<file path="config.mk">
export PLATFORM = sky130hd
export DESIGN_NAME = alu_sequencer
export DESIGN_NICKNAME = d
export VERILOG_FILES = /design/src/rtl/alu_sequencer.sv
export SDC_FILE = /design/constraint.sdc
export NUM_CORES = 1
export LEC_CHECK = 0
export CELL_PAD_IN_SITES_DETAIL_PLACEMENT = 1
export CELL_PAD_IN_SITES_GLOBAL_PLACEMENT = 1
export CORE_ASPECT_RATIO = 0.75
export CORE_UTILIZATION = 33
export DETAILED_ROUTE_END_ITERATION = 10
export PLACE_DENSITY_LB_ADDON = 0.1
export SLEW_MARGIN = 20
export SYNTH_ARGS = -nofsm -noshare
export SYNTH_HDL_FRONTEND = slang
export SYNTH_SLANG_ARGS = --single-unit
</file>
<file path="constraint.sdc">
create_clock -name clk -period 2.8 [get_ports clk]
set_input_delay 0.7 -clock clk [delete_from_list [all_inputs] [get_ports clk]]
set_output_delay 0.7 -clock clk [all_outputs]
set_load 0.005 [all_outputs]
</file>
<file path="src/rtl/alu_sequencer.sv">
// alu_sequencer: runs a W-bit operation (W = 8*BYTES) through an external
// 8-bit ALU one byte per cycle, least significant byte first, chaining the
// carry between passes.
//
// Optional feature: define ALU_SEQ_FLAGS_EN to keep a flags register loaded
// from rsp_status on every response handshake. With it, req_use_flag_carry
// selects flags[0] as the byte-0 carry. Without it, flags is tied to 0 and
// req_use_flag_carry is ignored.
//
// Ports
//   clk, reset            : single clock, async active-high reset
//   req_valid/req_ready   : request handshake
//   req_a, req_b          : W-bit operands
//   req_lut, req_enable_a : ALU function code / active-low A enable (passed through)
//   req_carry_in          : carry into byte 0
//   req_use_flag_carry    : use stored carry flag as byte-0 carry
//   alu_a, alu_b, alu_lut, alu_enable_a, alu_carry_in : drive the 8-bit ALU
//   alu_q, alu_status     : ALU result / {ovf, neg, zero, carry}
//   rsp_valid/rsp_ready   : response handshake
//   rsp_q, rsp_status     : W-bit result / {ovf, neg, all-bytes-zero, carry}
//   flags                 : last handshaken rsp_status (feature build only)
//
// State table
//   IDLE | ready for a request, ALU inputs parked
//   RUN  | one ALU pass per cycle, byte index idx
//   DONE | response held until rsp_ready
module alu_sequencer #(
  parameter int BYTES = 2,
  localparam int W = 8 * BYTES
) (
  input  logic         clk,
  input  logic         reset,
  input  logic         req_valid,
  output logic         req_ready,
  input  logic [W-1:0] req_a,
  input  logic [W-1:0] req_b,
  input  logic [3:0]   req_lut,
  input  logic         req_enable_a,
  input  logic         req_carry_in,
  input  logic         req_use_flag_carry,
  output logic [7:0]   alu_a,
  output logic [7:0]   alu_b,
  output logic [3:0]   alu_lut,
  output logic         alu_enable_a,
  output logic         alu_carry_in,
  input  logic [7:0]   alu_q,
  input  logic [3:0]   alu_status,
  output logic         rsp_valid,
  input  logic         rsp_ready,
  output logic [W-1:0] rsp_q,
  output logic [3:0]   rsp_status,
  output logic [3:0]   flags
);

  typedef enum logic [1:0] {IDLE, RUN, DONE} state_t;

  localparam logic [1:0] LAST_IDX = 2'(BYTES - 1);

  state_t      state, next_state;
  logic [1:0]  idx;
  logic [W-1:0] a_q, b_q;
  logic [3:0]  lut_q;
  logic        ena_q;
  logic        cin0_q;
  logic        carry_q;
  logic        zero_q;
  logic        zero_now;
  logic        cin_sel;

`ifdef ALU_SEQ_FLAGS_EN
  assign cin_sel = req_use_flag_carry ? flags[0] : req_carry_in;

  always_ff @(posedge clk or posedge reset) begin
    if (reset) begin
      flags <= '0;
    end else if (state == DONE && rsp_ready) begin
      flags <= rsp_status;
    end
  end
`else
  logic unused_use_flag_carry;
  assign unused_use_flag_carry = req_use_flag_carry;
  assign cin_sel = req_carry_in;
  assign flags   = '0;
`endif

  // Zero is only true for the whole word if every byte pass reported zero.
  assign zero_now = alu_status[1] & ((idx == 2'd0) ? 1'b1 : zero_q);

  always_ff @(posedge clk or posedge reset) begin
    if (reset) begin
      state <= IDLE;
    end else begin
      state <= next_state;
    end
  end

  always_comb begin
    next_state   = state;
    req_ready    = 1'b0;
    rsp_valid    = 1'b0;
    alu_a        = '0;
    alu_b        = '0;
    alu_lut      = '0;
    alu_enable_a = 1'b1;
    alu_carry_in = 1'b0;
    case (state)
      IDLE: begin
        req_ready = 1'b1;
        if (req_valid) next_state = RUN;
      end
      RUN: begin
        alu_a        = a_q[8*idx +: 8];
        alu_b        = b_q[8*idx +: 8];
        alu_lut      = lut_q;
        alu_enable_a = ena_q;
        alu_carry_in = (idx == 2'd0) ? cin0_q : carry_q;
        if (idx == LAST_IDX) next_state = DONE;
      end
      DONE: begin
        rsp_valid = 1'b1;
        if (rsp_ready) next_state = IDLE;
      end
      default: next_state = IDLE;
    endcase
  end

  always_ff @(posedge clk or posedge reset) begin
    if (reset) begin
      a_q        <= '0;
      b_q        <= '0;
      lut_q      <= '0;
      ena_q      <= 1'b1;
      cin0_q     <= 1'b0;
      idx        <= '0;
      carry_q    <= 1'b0;
      zero_q     <= 1'b0;
      rsp_q      <= '0;
      rsp_status <= '0;
    end else begin
      case (state)
        IDLE: begin
          if (req_valid) begin
            a_q    <= req_a;
            b_q    <= req_b;
            lut_q  <= req_lut;
            ena_q  <= req_enable_a;
            cin0_q <= cin_sel;
            idx    <= '0;
          end
        end
        RUN: begin
          rsp_q[8*idx +: 8] <= alu_q;
          carry_q <= alu_status[0];
          zero_q  <= zero_now;
          idx     <= idx + 2'd1;
          if (idx == LAST_IDX) begin
            rsp_status <= {alu_status[3], alu_status[2], zero_now, alu_status[0]};
          end
        end
        default: ;
      endcase
    end
  end

endmodule

</file>
==> qor.yml <==
period_share_pct: 96.3
finalSetupTns_ns: 0
diodes: 0
first_pass_iters: 7
drt-initial-drc-count: 56
multi_input_area_um2: 1220
fin_cells: 446
switching_share_pct: 31.6
syn-mean-instance-area_um2: 12.9
status: "finished with violations"
cp.required_ns: 2.10
critPathTopFamily: "buffers and inverters"
synth_top_area_share_pct: 52.4
crit_fanout: 16
drc: 8
crit_path_max_incr_delay_ns: 0.51
clockBufferDepth: 2
numCtsBuffers: 9
place.gp.congestion: 0.730
crit_arrival_ns: 2.00
dp_slack_ns: 0.327
cts-htree-levels: 3
initial_utilization_pct: 34.9
vias: 2113
wl_per_cell_um: 15.9
fillers: 918
synth_area_leader_cell: "dfrtp_1"
min_period_ns: 2.70
comb_power_share_pct: 46.5
max_clock_freq_ghz: 0.371
synthCells: 233
slew_viol_final: 0
fp.dieH_um: 84.7
power.switching_mw: 1.59
ff2ff_setup_slack_ns: 0.84
hold_viol: 0
cts.clk_slew.worst_paths_ns: 0.05
final_layout_size_suffix_gt1_share_pct: 26.3
worst_slack_ns: 0.102
ys_warn_count: 0
hpwl_um: 5020
power.density_nw_per_um2: 1150
grt_pass1_wl_um: 11900
synth_area_leaders: "dfrtp_1 (52%), mux2_2 (18%), mux2i_1 (6.0%)"
regArea_um2: 1610
finish.net_count: 391
criticalPathCategory: "flip-flop to primary output"
ys_seq_area_share_pct: 53.2
ys_top_cells_by_count: "dfrtp_1 (63), mux2_2 (48), mux2i_1 (18)"
num_rows: 29
ir_worst_vdd_mv: 0.416
critical_path.endpoint_type: "primary output"
worstPathCellList: "or3b_1 > buf_4 > nor2_1 > clkdlybuf4s50_1"
vias_per_cell: 4.74
p_int_mw: 3.44
max_cap_violations: 0
netlist_area_um2: 3010
fin_util_pct: 50.6
placed_cells: 428
power_frac_seq_pct: 32.2
holdCritPathClass: "flip-flop to flip-flop"
ys_types: 33
ys.flop_type: "dfrtp_1"
cts.sinks: 64
areaGrowthSynthToFinish_pct: 45.0
grt_usage_pct: 16.4
crit_slowest_cell: "clkdlybuf4s50_1"
wl_um: 7080
finalSetupViolations: 0
cts_root_buf: "clkbuf_16"
insertion_delay_ns: 0.32
tritoncts: "yes"
yosysMostFrequentCell: "dfrtp_1"
pin_count: 103
port_buffers: 97
rsz0062_at_grt: "no"
grt_pass1_vias: 2331
synth_seq_cells: 64
die_w_um: 112
grt-ovfl-total: 0
drtAntennaViolNets: 0
grt_max_degree: 65
clkPwrFrac_pct: 21.4
dieArea_um2: 9510
core_um2: 8640
crit_path_start_kind: "flip-flop"
critPathBufInv: 2
skew_ns: 0.00638
p_leak_nw: 1.82
violations: "design-rule violations"
ctsHoldBuffers: 0
postSynth.asyncResetShare_pct: 100
synth_enable_flop_cells: 0
antenna_found_initial: 0
## repair_timing
action,in CTS,in global routing
endpoints found under the setup margin,6,9
setup buffers,0,2
endpoints found under the hold margin,0,0
gates cloned,0,0
gates resized for setup,1,1
## worst reg2reg max path, cell delays in order, from the launching register on
cell and delay (ns):
dfrtp_1 0.39, buf_12 0.23, ha_1 0.41, and3b_2 0.45
mux2_2 0.38
## power by group through the flow
| stage | logic, mW | clock network [mW] | registers, mW |
|---|---|---|---|
| 3_3_place_gp | 2.31 | 0 | 1.62 |
| 3_5_place_dp | 2.35 | 0 | 1.65 |
| 6_report | 2.34 | 1.08 | 1.62 |
| 4_1_cts | 2.36 | 1.11 | 1.64 |
| 2_1_floorplan | 1.45 | 0 | 1.57 |
| 5_1_grt | 2.57 | 1.14 | 1.69 |
## state kept, by name (all words and copies together) (netlist names)
| signal | cells |
|---|---|
| a_q | 16 |
| b_q | 16 |
| rsp_q | 16 |
| lut_q | 4 |
| rsp_status | 4 |
| idx | 2 |
| state | 2 |
| carry_q | 1 |
| cin0_q | 1 |
| ena_q | 1 |
| zero_q | 1 |
## final timing paths
kind	startpoint	endpoint	cells past startpoint
hold / removal	zero_q$_DFFE_PP0P_	zero_q$_DFFE_PP0P_	1
setup / recovery	state[1]$_DFFE_PP0P_	alu_a[3]	4
max in group asynchronous	reset	ena_q$_DFFE_PP1P_	3
setup reg to reg	idx[0]$_DFFE_PP0P_	rsp_status[0]$_DFFE_PP0P_	4
hold reg to reg	zero_q$_DFFE_PP0P_	zero_q$_DFFE_PP0P_	1
min in group asynchronous	reset	rsp_q[7]$_DFFE_PP0P_	3
## kinds of logic after synthesis
family                     share of synthesized area [%]
muxes                                               25.1
DFF                                                 53.2
and+or+nand+nor                                     9.81
buffers and inverters                               6.73
AOI/OAI and AO/OA                                   3.78
adders and majority gates                           1.25
other                                              0.125
## layout by cell type (no fill, tap or decap), types with 2 or more instances in the layout
cell	n
buf_4	8
nor2_1	8
nor2_2	10
buf_12	2
dfrtp_2	2
nand3b_1	2
mux2_1	3
o21bai_1	2
o32ai_1	8
mux2_2	48
inv_1	12
nor3b_1	8
and2_1	4
ha_1	3
clkbuf_16	9
mux2i_1	18
nand2_1	8
dfrtp_1	61
nand2b_1	2
clkinvlp_4	2
conb_1	4
clkdlybuf4s50_1	97
clkinv_2	3
## routing by layer
metal	routed length, um	up-vias	GRT usage, %
met5	0	-	0
met4	48	0	5.09
met3	503	4	5.13
met2	3120	65	24.7
met1	3410	1052	22.5
li1	-	992	-
## per-stage QoR
stage          instance area [um^2]  hold slack [ns]  total power, mW
2_1_floorplan                  3020            0.449             3.02
3_3_place_gp                   4060            0.464             3.93
3_5_place_dp                   4060            0.472             4.00
4_1_cts                        4350            0.484             5.11
5_1_grt                        4370            0.502             5.40
6_report                       4370            0.482             5.04
## layout make-up
type / instances / area share, %
Clock inverter: 6 / 1.38
Inverter: 13 / 1.12
Multi-Input combinational cell: 138 / 27.9
Clock buffer: 10 / 5.25
Sequential cell: 64 / 36.8
Tap cell: 108 / 3.10
Timing Repair Buffer: 107 / 24.5
No activity file was read; power rests on OpenSTA's default activity.
